[config.mk]
export PLATFORM = sky130hd
export DESIGN_NAME = pipe_ctrl_flat
export DESIGN_NICKNAME = d
export VERILOG_FILES = /design/src/rtl/pipe_ctrl_if.sv /design/src/rtl/pipe_ctrl.sv /design/src/flat_wrapper.sv
export SDC_FILE = /design/constraint.sdc
export NUM_CORES = 1
export LEC_CHECK = 0
export ABC_AREA = 1
export ABC_CLOCK_PERIOD_IN_PS = 1300
export CELL_PAD_IN_SITES_DETAIL_PLACEMENT = 0
export CELL_PAD_IN_SITES_GLOBAL_PLACEMENT = 1
export CORE_ASPECT_RATIO = 1.4
export CORE_MARGIN = 2
export CORE_UTILIZATION = 17
export CTS_CLUSTER_DIAMETER = 100
export DETAILED_ROUTE_END_ITERATION = 10
export PLACE_DENSITY_LB_ADDON = 0.1
export SETUP_SLACK_MARGIN = 0.05
export SYNTH_ARGS = -nofsm -noshare
export SYNTH_HDL_FRONTEND = slang
export SYNTH_SLANG_ARGS = --single-unit
[constraint.sdc]
create_clock -name clk -period 1.3 [get_ports clk]
set_clock_uncertainty 0.1 [all_clocks]
set_input_delay 0.13 -clock clk [delete_from_list [all_inputs] [get_ports clk]]
set_output_delay 0.13 -clock clk [all_outputs]
set_load 0.05 [all_outputs]
[src/rtl/pipe_ctrl_if.sv]
// Control-side bundle between the datapath and pipe_ctrl: hazard/flow inputs and
// per-stage enable/flush strobes. Counter ports exist only with PIPE_CTRL_PERF_EN.
interface pipe_ctrl_if;
  logic [4:0]  rs_if_id;
  logic [4:0]  rt_if_id;
  logic        uses_rt_if_id;
  logic        MemRead_id_ex;
  logic [4:0]  rt_id_ex;
  logic        branch_taken_ex;
  logic [1:0]  Jump_id;
  logic        halt_id;
  logic        halt_mem_wb;
  logic        mem_req;
  logic        mem_ack;
  logic        pc_en;
  logic        en_if_id;
  logic        en_id_ex;
  logic        en_ex_mem;
  logic        en_mem_wb;
  logic        flush_if_id;
  logic        flush_id_ex;
  logic        halted;
`ifdef PIPE_CTRL_PERF_EN
  logic [31:0] stall_cycles;
  logic [31:0] flush_count;
`endif

  modport master (
`ifdef PIPE_CTRL_PERF_EN
    input  stall_cycles, flush_count,
`endif
    output rs_if_id, rt_if_id, uses_rt_if_id, MemRead_id_ex, rt_id_ex,
    output branch_taken_ex, Jump_id, halt_id, halt_mem_wb, mem_req, mem_ack,
    input  pc_en, en_if_id, en_id_ex, en_ex_mem, en_mem_wb,
    input  flush_if_id, flush_id_ex, halted
  );

  modport slave (
`ifdef PIPE_CTRL_PERF_EN
    output stall_cycles, flush_count,
`endif
    input  rs_if_id, rt_if_id, uses_rt_if_id, MemRead_id_ex, rt_id_ex,
    input  branch_taken_ex, Jump_id, halt_id, halt_mem_wb, mem_req, mem_ack,
    output pc_en, en_if_id, en_id_ex, en_ex_mem, en_mem_wb,
    output flush_if_id, flush_id_ex, halted
  );
endinterface

[src/rtl/pipe_ctrl.sv]
// Freeze/bubble sequencer for the 5-stage MIPS pipeline registers.
// Optional stall/flush performance counters are built with PIPE_CTRL_PERF_EN.
module pipe_ctrl (
  input  logic        clk,
  input  logic        rst_n,
  pipe_ctrl_if.slave  bus
);

  typedef enum logic [1:0] {RUN, MEM_WAIT, DRAIN, HALTED} state_e;

  state_e state_q, state_d;
  logic   halted_q, halted_d;
  logic   lu;
  logic   mem_stall;
  logic   pc_en_c, en_if_id_c, en_back_c;
  logic   flush_if_id_c, flush_id_ex_c;

  assign lu = bus.MemRead_id_ex && (bus.rt_id_ex != 5'd0) &&
              ((bus.rt_id_ex == bus.rs_if_id) ||
               (bus.uses_rt_if_id && (bus.rt_id_ex == bus.rt_if_id)));

  assign mem_stall = bus.mem_req && !bus.mem_ack;

  always_comb begin
    state_d       = state_q;
    pc_en_c       = 1'b0;
    en_if_id_c    = 1'b0;
    en_back_c     = 1'b0;
    flush_if_id_c = 1'b0;
    flush_id_ex_c = 1'b0;
    case (state_q)
      RUN, MEM_WAIT: begin
        // Once waiting, only the ack releases the freeze, whatever mem_req does.
        if ((state_q == RUN) ? mem_stall : !bus.mem_ack) begin
          state_d = MEM_WAIT;
        end else begin
          pc_en_c    = 1'b1;
          en_if_id_c = 1'b1;
          en_back_c  = 1'b1;
          state_d    = RUN;
          if (bus.branch_taken_ex) begin
            flush_if_id_c = 1'b1;
            flush_id_ex_c = 1'b1;
          end else begin
            if (lu) begin
              pc_en_c       = 1'b0;
              en_if_id_c    = 1'b0;
              flush_id_ex_c = 1'b1;
            end else if (bus.Jump_id != 2'b00) begin
              flush_if_id_c = 1'b1;
            end
            if (bus.halt_id) begin
              state_d = DRAIN;
            end
          end
        end
      end
      DRAIN: begin
        if (!mem_stall) begin
          en_if_id_c    = 1'b1;
          en_back_c     = 1'b1;
          flush_if_id_c = 1'b1;
        end
        if (bus.halt_mem_wb) begin
          state_d = HALTED;
        end
      end
      HALTED: begin
        state_d = HALTED;
      end
      default: begin
        state_d = RUN;
      end
    endcase
    halted_d = (state_d == HALTED);
  end

`ifdef PIPE_CTRL_PERF_EN
  logic [31:0] stall_cycles_q, stall_cycles_d;
  logic [31:0] flush_count_q, flush_count_d;
  logic        perf_window;

  assign perf_window = (state_q == RUN) || (state_q == MEM_WAIT);

  always_comb begin
    stall_cycles_d = stall_cycles_q;
    flush_count_d  = flush_count_q;
    if (perf_window && !pc_en_c && (stall_cycles_q != 32'hFFFF_FFFF)) begin
      stall_cycles_d = stall_cycles_q + 32'd1;
    end
    if (perf_window && (flush_if_id_c || flush_id_ex_c) &&
        (flush_count_q != 32'hFFFF_FFFF)) begin
      flush_count_d = flush_count_q + 32'd1;
    end
  end

  assign bus.stall_cycles = stall_cycles_q;
  assign bus.flush_count  = flush_count_q;
`endif

  always_ff @(posedge clk or negedge rst_n) begin
    if (!rst_n) begin
      state_q        <= RUN;
      halted_q       <= 1'b0;
`ifdef PIPE_CTRL_PERF_EN
      stall_cycles_q <= 32'd0;
      flush_count_q  <= 32'd0;
`endif
    end else begin
      state_q        <= state_d;
      halted_q       <= halted_d;
`ifdef PIPE_CTRL_PERF_EN
      stall_cycles_q <= stall_cycles_d;
      flush_count_q  <= flush_count_d;
`endif
    end
  end

  // Strobes are gated by rst_n so every register holds while reset is low.
  assign bus.pc_en       = rst_n && pc_en_c;
  assign bus.en_if_id    = rst_n && en_if_id_c;
  assign bus.en_id_ex    = rst_n && en_back_c;
  assign bus.en_ex_mem   = rst_n && en_back_c;
  assign bus.en_mem_wb   = rst_n && en_back_c;
  assign bus.flush_if_id = rst_n && flush_if_id_c;
  assign bus.flush_id_ex = rst_n && flush_id_ex_c;
  assign bus.halted      = halted_q;

endmodule
[src/flat_wrapper.sv]
// flat-port wrapper written by rule: the top's interface ports become plain ports
module pipe_ctrl_flat 
  (clk, rst_n, bus_rs_if_id, bus_rt_if_id, bus_uses_rt_if_id, bus_MemRead_id_ex, bus_rt_id_ex, bus_branch_taken_ex, bus_Jump_id, bus_halt_id, bus_halt_mem_wb, bus_mem_req, bus_mem_ack, bus_pc_en, bus_en_if_id, bus_en_id_ex, bus_en_ex_mem, bus_en_mem_wb, bus_flush_if_id, bus_flush_id_ex, bus_halted);
  pipe_ctrl_if bus_i ();
  input  logic clk;
  input  logic rst_n;
  input wire logic [$bits(bus_i.rs_if_id)-1:0] bus_rs_if_id;
  input wire logic [$bits(bus_i.rt_if_id)-1:0] bus_rt_if_id;
  input wire logic [$bits(bus_i.uses_rt_if_id)-1:0] bus_uses_rt_if_id;
  input wire logic [$bits(bus_i.MemRead_id_ex)-1:0] bus_MemRead_id_ex;
  input wire logic [$bits(bus_i.rt_id_ex)-1:0] bus_rt_id_ex;
  input wire logic [$bits(bus_i.branch_taken_ex)-1:0] bus_branch_taken_ex;
  input wire logic [$bits(bus_i.Jump_id)-1:0] bus_Jump_id;
  input wire logic [$bits(bus_i.halt_id)-1:0] bus_halt_id;
  input wire logic [$bits(bus_i.halt_mem_wb)-1:0] bus_halt_mem_wb;
  input wire logic [$bits(bus_i.mem_req)-1:0] bus_mem_req;
  input wire logic [$bits(bus_i.mem_ack)-1:0] bus_mem_ack;
  output wire logic [$bits(bus_i.pc_en)-1:0] bus_pc_en;
  output wire logic [$bits(bus_i.en_if_id)-1:0] bus_en_if_id;
  output wire logic [$bits(bus_i.en_id_ex)-1:0] bus_en_id_ex;
  output wire logic [$bits(bus_i.en_ex_mem)-1:0] bus_en_ex_mem;
  output wire logic [$bits(bus_i.en_mem_wb)-1:0] bus_en_mem_wb;
  output wire logic [$bits(bus_i.flush_if_id)-1:0] bus_flush_if_id;
  output wire logic [$bits(bus_i.flush_id_ex)-1:0] bus_flush_id_ex;
  output wire logic [$bits(bus_i.halted)-1:0] bus_halted;
  assign bus_i.rs_if_id = bus_rs_if_id;
  assign bus_i.rt_if_id = bus_rt_if_id;
  assign bus_i.uses_rt_if_id = bus_uses_rt_if_id;
  assign bus_i.MemRead_id_ex = bus_MemRead_id_ex;
  assign bus_i.rt_id_ex = bus_rt_id_ex;
  assign bus_i.branch_taken_ex = bus_branch_taken_ex;
  assign bus_i.Jump_id = bus_Jump_id;
  assign bus_i.halt_id = bus_halt_id;
  assign bus_i.halt_mem_wb = bus_halt_mem_wb;
  assign bus_i.mem_req = bus_mem_req;
  assign bus_i.mem_ack = bus_mem_ack;
  assign bus_pc_en = bus_i.pc_en;
  assign bus_en_if_id = bus_i.en_if_id;
  assign bus_en_id_ex = bus_i.en_id_ex;
  assign bus_en_ex_mem = bus_i.en_ex_mem;
  assign bus_en_mem_wb = bus_i.en_mem_wb;
  assign bus_flush_if_id = bus_i.flush_if_id;
  assign bus_flush_id_ex = bus_i.flush_id_ex;
  assign bus_halted = bus_i.halted;
  pipe_ctrl u_core (.clk(clk), .rst_n(rst_n), .bus(bus_i));
endmodule
==> results of run 1 <==
## power by group
| part | internal (uW) | switching (uW) | leakage, uW |
|---|---|---|---|
| logic | 88.9 | 63.4 | 0.000508 |
| clock network | 115 | 51.7 | 0.0000150 |
| registers | 93.9 | 0.000000000000161 | 0.0000262 |
| total | 298 | 115 | 0.000549 |
## registers in the layout, summed over array words and instances (netlist names)
| signal | cells |
|---|---|
| u_core.bus.halted | 1 |
| u_core.state_q | 2 |
## synth_stat cells, types with 2 or more instances
| cell type | number |
|---|---|
| inv_2 | 5 |
| buf_4 | 2 |
| inv_1 | 19 |
| nor2_1 | 7 |
| dfrtp_1 | 3 |
| nand3_1 | 4 |
| nand2_1 | 35 |
## worst max-delay path, cell delays in order, from the launching register on
cell        delay (ns)
dfrtp_1           0.39
inv_2             0.07
nand2_2           0.06
o21bai_4          0.12
nand2_2           0.08
nand2_2           0.08
nand2_4           0.06
a21oi_2           0.12
nand2_2           0.08
clkinvlp_4        0.08
buf_8             0.13
## cells in the final DEF (no fill, tap or decap), types with 3 or more instances in the layout
cell type        synthesis  layout
clkbuf_4                 0       3
buf_8                    0       5
nand3_1                  4       4
inv_2                    5       6
nor2_1                   7       6
inv_1                   19      15
clkinvlp_4               0       3
nand2_1                 35      30
dlygate4sd2_1            0      15
dfrtp_1                  3       3
buf_4                    2      12
nand2_2                  1       5
clkdlybuf4s50_1          0       9
## final cells by class
class / instances / area (um^2) / area share, %
clock buffers: 4 / 26.3 / 2.60
repair buffers: 46 / 462 / 45.6
inverters: 24 / 101 / 10.0
well taps: 36 / 45.0 / 4.45
multi-input cells: 58 / 303 / 29.9
flip-flops and latches: 3 / 75.1 / 7.42
## cells by family (layout without fill, tap and decap cells)
family | after synthesis | in the layout | share of synthesized area (%)
AOI/OAI and AO/OA | 8 | 8 | 14.2
buffers and inverters | 26 | 74 | 23.5
xor gates and xnor gates | 1 | 1 | 1.96
DFF | 3 | 3 | 16.8
and+or+nand+nor | 49 | 49 | 43.6
## final timing paths
| path | start | endpoint | slack [ns] |
|---|---|---|---|
| min in group clk | bus_mem_ack | u_core.state_q[0] | 0.33 |
| worst min register to register | u_core.state_q[0] | u_core.bus.halted | 0.43 |
| worst max-delay path | u_core.state_q[1] | bus_flush_if_id | -0.43 |
| worst max register to register | u_core.state_q[1] | u_core.state_q[1] | 0.14 |
| max in group asynchronous | rst_n | u_core.bus.halted | 0.79 |
| worst min-delay path | rst_n | u_core.state_q[0] | 0.21 |
## routing by layer
metal | vias up | global-route usage (%) | wire length [um]
met4 | 0 | 6.25 | 10
met3 | 2 | 1.11 | 101
met2 | 23 | 18.4 | 793
met1 | 270 | 8.74 | 457
li1 | 349 | - | -
met5 | - | 0 | 0
## timing repair
action	CTS	global route
setup buffers	2	0
pin swaps	13	3
endpoints found under the setup margin	7	7
resized for setup	30	5
gates cloned	0	0
## metrics by stage
step | setup TNS, ns | std cells | setup WS, ns | total power, uW
global placement | -3.72 | 165 | -0.613 | 261
CTS | -2.84 | 171 | -0.460 | 424
floorplan | -1.27 | 87 | -0.362 | 148
detailed placement | -3.64 | 165 | -0.606 | 261
finish | -2.65 | 171 | -0.429 | 413
global route | -3.53 | 171 | -0.551 | 450
==> reports/metrics.cfg, run 1 <==
[clock_network]
ctsHoldBuffers = 0
insertion_delay_ns = 0.24
cts_tree = yes
cts_buffer_depth = 2
htreeDepth = 1
cts.sink_count = 3
cts_root_buffer = clkbuf_4
numCtsBuffers = 3
clk_pin_slew_worst_paths_ns = 0.04

[sta]
maxSlewHeadroom_pct = 82.1
setup_violations = 7
clock.fmax_mhz = 578
hold_ws_ns = 0.210
layout_setup_ws_ns = -0.429
drv_slew = 0
hold_viol = 0
layout_min_cycle_time_ns = 1.73
rsz0062_at_grt = true
period_share_pct = 133
worstMarginPinSlew_ns = 0.267

[power_and_ir_drop]
p_leak_uw = 0.000549
peakVddDrop_mv = 0.175
power_density_nw_per_um2 = 408

[cells_and_area]
synthToLayoutAreaGrowth_pct = 126
stdcell_area_um2 = 1010
final_layout_size_suffix_gt1_share_pct = 31.9
final_nets = 162
fill_cells = 295
final_core_util_pct = 39.5
diodes = 0

[job]
drv_cap = 0

[floorplan]
pin_count = 34
die_h_um = 64.7
start_util_pct = 17.5
std_cell_rows = 22
die_w_um = 47.4
die-area_um2 = 3070
core_area_um2 = 2560

[route]
vias = 644
drtPass1Iterations = 2
drtIter0Drc = 3
routed_via_density = 3.77
wire_per_inst_um = 7.96
wirelength_um = 1360
detail-route-antenna-nets = 0
drc = 0

[run_status]
violations = setup timing
status = finished with violations

[logic_synthesis]
synth_cells = 87
synthTopCellsByArea = nand2_1, dfrtp_1, inv_1
syn_nets = 113
syn-cell-area_um2 = 448
syn_area_per_cell_um2 = 5.15
synth-seq-cells = 3
async_reset_ff_share_pct = 100
synth_cell_type_count = 19
synth_edf_count = 0
synth_flop_cell = dfrtp_1
seq_area_frac_synth_pct = 16.8
ys_warn_count = 0
synthDominantCellAreaShare_pct = 29.3
yosysTopAreaCell = nand2_1

[worst_hold_path]
min_path_type = input port to asynchronous set/reset pin

[place]
gp_congestion = 0.634
hpwl_um = 1180
numPortBuffers = 33
dpl_cell_area_um2 = 916

[grt]
grt_antenna_before_repair = 0
grt_overflow = 0
grt_use_total_pct = 9.74
grt_max_degree = 5
grt_pass1_wl_um = 2200
grt_pass1_vias = 651

[setup_path]
required_ns = 1.07
reg2reg_depth = 7
crit_arrival_ns = 1.50
crit_path_end_kind = output pin
startpoint_type = flip-flop
path_max_fanout = 3
path_class = flip-flop to output pin

Note: power is estimated with default switching activity, not from simulation.
==> inputs of run 2 (changes only) <==
- PLACE_DENSITY: default -> 0.81
- PLACE_DENSITY_LB_ADDON: 0.1 -> default
==> reports/metrics.cfg, run 2 (synthesized netlist as in run 1, its figures left out) <==
[clock_network]
insertion_delay_ns = 0.24
htreeDepth = 1
clk_pin_slew_worst_paths_ns = 0.04
cts.sink_count = 3
cts_buffer_depth = 2
cts_tree = yes
numCtsBuffers = 3
cts_root_buffer = clkbuf_4

[floorplan]
die_h_um = 64.7
die_w_um = 47.4
std_cell_rows = 22
start_util_pct = 17.5
pin_count = 34
die-area_um2 = 3070
core_area_um2 = 2560

[setup_path]
path_max_fanout = 3
slowest_stage = dfrtp_1
required_ns = 1.07
path_cells = inv_2 -> nand2_2 -> o21bai_4 -> nand2_2 -> buf_4 -> nor2_4 -> a21boi_4 -> buf_12
crit_path_frequent_cell = nand2_2
crit_path_end_kind = output pin
worst_path_dominant_cell_family = flip-flops
reg2reg_from = u_core.state_q[1]
crit_path_max_incr_delay_ns = 0.40
startpoint_type = flip-flop
crit_arrival_ns = 1.58
cp-startpoint = u_core.state_q[1]
path_class = flip-flop to output pin
path_buf_inv = 3

[power_and_ir_drop]
p_int_uw = 294
peakVddDrop_mv = 0.146
p_clk_share_pct = 41.5
power_frac_seq_pct = 22.5
p_leak_uw = 0.000545
p_comb_share_pct = 36.0
power_density_nw_per_um2 = 411
p_sw_uw = 123
switching_share_pct = 29.4

[cells_and_area]
final_core_util_pct = 39.6
final_nets = 161
diodes = 0
final_layout_size_suffix_gt1_share_pct = 31.3
largest_register_ffs = 2
fill_cells = 280
layout_commonest_cell = nand2_1
mostFrequentLayoutCells = nand2_1, inv_1, dlygate4sd2_1
synthToLayoutAreaGrowth_pct = 127
top_register = u_core.state_q

[sta]
worstMarginPinSlew_ns = 0.254
period_share_pct = 139
clock.fmax_mhz = 553
drv_slew = 0
maxSlewHeadroom_pct = 83.0
hold_viol = 0
rsz0062_at_grt = true
layout_setup_ws_ns = -0.507
setup_violations = 7
layout_min_cycle_time_ns = 1.81

[route]
wire_per_inst_um = 8.79
drc = 0
drtIter0Drc = 12
wirelength_um = 1490
vias = 672
drtPass1Iterations = 4
detail-route-antenna-nets = 0
routed_via_density = 3.95

[run_status]
status = finished with violations
violations = setup timing

[job]
drv_cap = 0

[worst_hold_path]
min_path_type = input port to asynchronous set/reset pin

[grt]
grt_pass1_wl_um = 2260
grt_max_degree = 5
grt_antenna_before_repair = 0
grt_use_total_pct = 9.90
grt_overflow = 0
grt_pass1_vias = 645

[place]
gp_congestion = 0.699
place_ws_ns = -0.561
numPortBuffers = 33
hpwl_um = 1170

## run 2: layout make-up
class                   instances  area, um^2  area share (%)
clock buffers                   4        26.3            2.59
inverters                      24         101            9.99
multi-input cells              58         309            30.5
flip-flops and latches          3        75.1            7.40
well taps                      36        45.0            4.44
repair buffers                 45         458            45.1
## run 2: what timing repair did
item,4_1_cts,5_1_grt
cloned,0,0
resized for setup,32,5
hold buffers,0,0
setup endpoints to repair,7,7
pin swaps,10,4
setup buffers,1,1
## run 2: layer usage
metal | share of wire, % | track usage (%)
met1 | 36 | 9.92
met2 | 55 | 17.4
met3 | 7.6 | 1.39
met4 | 1.1 | 6.60
met5 | 0 | 0
## run 2: metrics by stage
step           std cells  instance area (um^2)  total power, uW  hold slack (ns)  setup TNS [ns]
3_3_place_gp         164                   908              256            0.404           -3.29
6_report             170                  1010              417            0.196           -2.87
5_1_grt              170                  1010              438            0.224           -3.51
4_1_cts              169                   986              421            0.182           -2.82
3_5_place_dp         164                   908              258            0.388           -3.41
2_1_floorplan         87                   468              148           -0.266           -1.27
## run 2: power by group through the flow
stage	Sequential (uW)	Combinational [uW]	Clock, uW
after global routing	93.8	169	175
after floorplan	95.1	52.5	0
after CTS	93.9	150	177
after global placement	95.1	161	0
final	93.9	150	173
after detailed placement	95.1	163	0
## run 2: worst paths after layout
check	cells past startpoint	endpoint	slack, ns
max	8	bus_flush_id_ex	-0.51
min	2	u_core.bus.halted	0.20
max reg2reg	6	u_core.state_q[1]	0.20
min reg2reg	1	u_core.bus.halted	0.43
max in group asynchronous	2	u_core.state_q[0]	0.81
min in group clk	4	u_core.state_q[0]	0.26
==> inputs of run 3 (changes only) <==
- CTS_BUF_LIST: default -> sky130_fd_sc_hd__clkbuf_16
==> reports/metrics.cfg, run 3 (synthesized netlist as in run 1, its figures left out) <==
[run_status]
status = finished with violations
violations = setup timing

[sta]
maxSlewHeadroom_pct = 83.4
clock.fmax_mhz = 579
hold_ws_ns = 0.209
layout_setup_ws_ns = -0.428
setup_violations = 7
layout_min_cycle_time_ns = 1.73
period_share_pct = 133
hold_viol = 0
worstMarginPinSlew_ns = 0.247
drv_slew = 0
rsz0062_at_grt = true

[route]
wirelength_um = 1450
drtPass1Iterations = 3
wire_per_inst_um = 8.59
detail-route-antenna-nets = 0
drtIter0Drc = 11
drc = 0
vias = 652
routed_via_density = 3.86

[setup_path]
r2r-end = u_core.state_q[1]
crit_arrival_ns = 1.50
startpoint_type = flip-flop
cp-startpoint = u_core.state_q[1]
crit_path_end_kind = output pin
reg2reg_from = u_core.state_q[1]
path_class = flip-flop to output pin
required_ns = 1.07
path_max_fanout = 3
reg2reg_depth = 6
ff2ff_setup_slack_ns = 0.23

[power_and_ir_drop]
p_sw_uw = 145
p_leak_uw = 0.000567
power_frac_seq_pct = 13.1
p_clk_share_pct = 66.4
peakVddDrop_mv = 0.412
switching_share_pct = 20.1
p_int_uw = 576
power_density_nw_per_um2 = 687
p_comb_share_pct = 20.6

[place]
gp_congestion = 0.699
dpl_cell_area_um2 = 908
numPortBuffers = 33
place_ws_ns = -0.561
hpwl_um = 1170

[floorplan]
die-area_um2 = 3070
core_area_um2 = 2560
die_h_um = 64.7
start_util_pct = 17.5
std_cell_rows = 22
die_w_um = 47.4
pin_count = 34

[cells_and_area]
largest_register_ffs = 2
stdcell_area_um2 = 1050
final_layout_size_suffix_gt1_share_pct = 29.3
mostFrequentLayoutCells = nand2_1, inv_1, dlygate4sd2_1
fill_cells = 278
top_register = u_core.state_q
diodes = 0
layout_commonest_cell = nand2_1
multi_input_area_um2 = 298
final_nets = 160
seq_area_um2 = 75.1
synthToLayoutAreaGrowth_pct = 134

[grt]
grt_pass1_vias = 648
grt_antenna_before_repair = 0
grt_max_degree = 5
grt_overflow = 0
grt_use_total_pct = 10.2
grt_pass1_wl_um = 2290

[job]
drv_cap = 0

[clock_network]
cts_buffer_depth = 2
htreeDepth = 1
insertion_delay_ns = 0.22
cts.sink_count = 3
clk_pin_slew_worst_paths_ns = 0.03
cts_tree = yes
numCtsBuffers = 3
cts_root_buffer = clkbuf_16

[worst_hold_path]
min_path_type = input port to asynchronous set/reset pin

run 3: cell type report:
cell class | count | share of cell area (%)
Clock buffer | 3 | 7.16
Clock inverter | 1 | 0.358
Inverter | 24 | 9.67
Multi-Input combinational cell | 58 | 28.4
Sequential cell | 3 | 7.16
Tap cell | 36 | 4.30
Timing Repair Buffer | 44 | 43.0
run 3: how the worst max path moves through the flow:
| stage | end | slack [ns] | cells after the start |
|---|---|---|---|
| final | bus_flush_if_id | -0.43 | 10 |
| after global routing | bus_flush_if_id | -0.55 | 10 |
| after detailed placement | bus_flush_if_id | -0.56 | 11 |
| after global placement | bus_flush_if_id | -0.54 | 11 |
| after floorplan | bus_en_if_id | -0.36 | 9 |
| after CTS | bus_flush_if_id | -0.46 | 10 |
run 3: power by group through the flow:
stage	clock [uW]	combinational, uW	sequential [uW]
3_3_place_gp	0	161	95.1
2_1_floorplan	0	52.5	95.1
4_1_cts	487	149	94.0
6_report	478	148	94.1
5_1_grt	491	167	94.0
3_5_place_dp	0	163	95.1
run 3: critical path: stages (launching register included):
cell        delay, ns
dfrtp_1          0.40
inv_2            0.07
nand2_2          0.06
o21bai_4         0.13
nand2_2          0.07
nand2_2          0.09
nand2_4          0.06
a21oi_2          0.10
nand2_1          0.09
clkinvlp_4       0.08
buf_8            0.13
run 3: metal layers:
metal | global-route usage [%] | vias up | share of wire [%]
met1 | 10.4 | 285 | 38
met4 | 6.25 | 0 | 1.2
li1 | - | 343 | -
met3 | 1.67 | 2 | 6.5
met5 | 0 | - | 0
met2 | 17.9 | 22 | 54
run 3: timing repair:
action | in CTS | in global routing
gates cloned | 0 | 0
hold buffers | 0 | 0
gates resized for setup | 31 | 3
endpoints found under the setup margin | 7 | 7
setup buffers | 1 | 0
pin swaps | 13 | 3
run 3: through the flow:
step                      utilization [%]  power (uW)  TNS, ns  instances
after global placement               35.5         256    -3.29        164
after floorplan                         -         148    -1.27         87
after CTS                            40.4         729    -2.74        169
after global routing                 41.0         752    -3.33        169
final                                41.0         720    -2.66        169
after detailed placement             35.5         258    -3.41        164
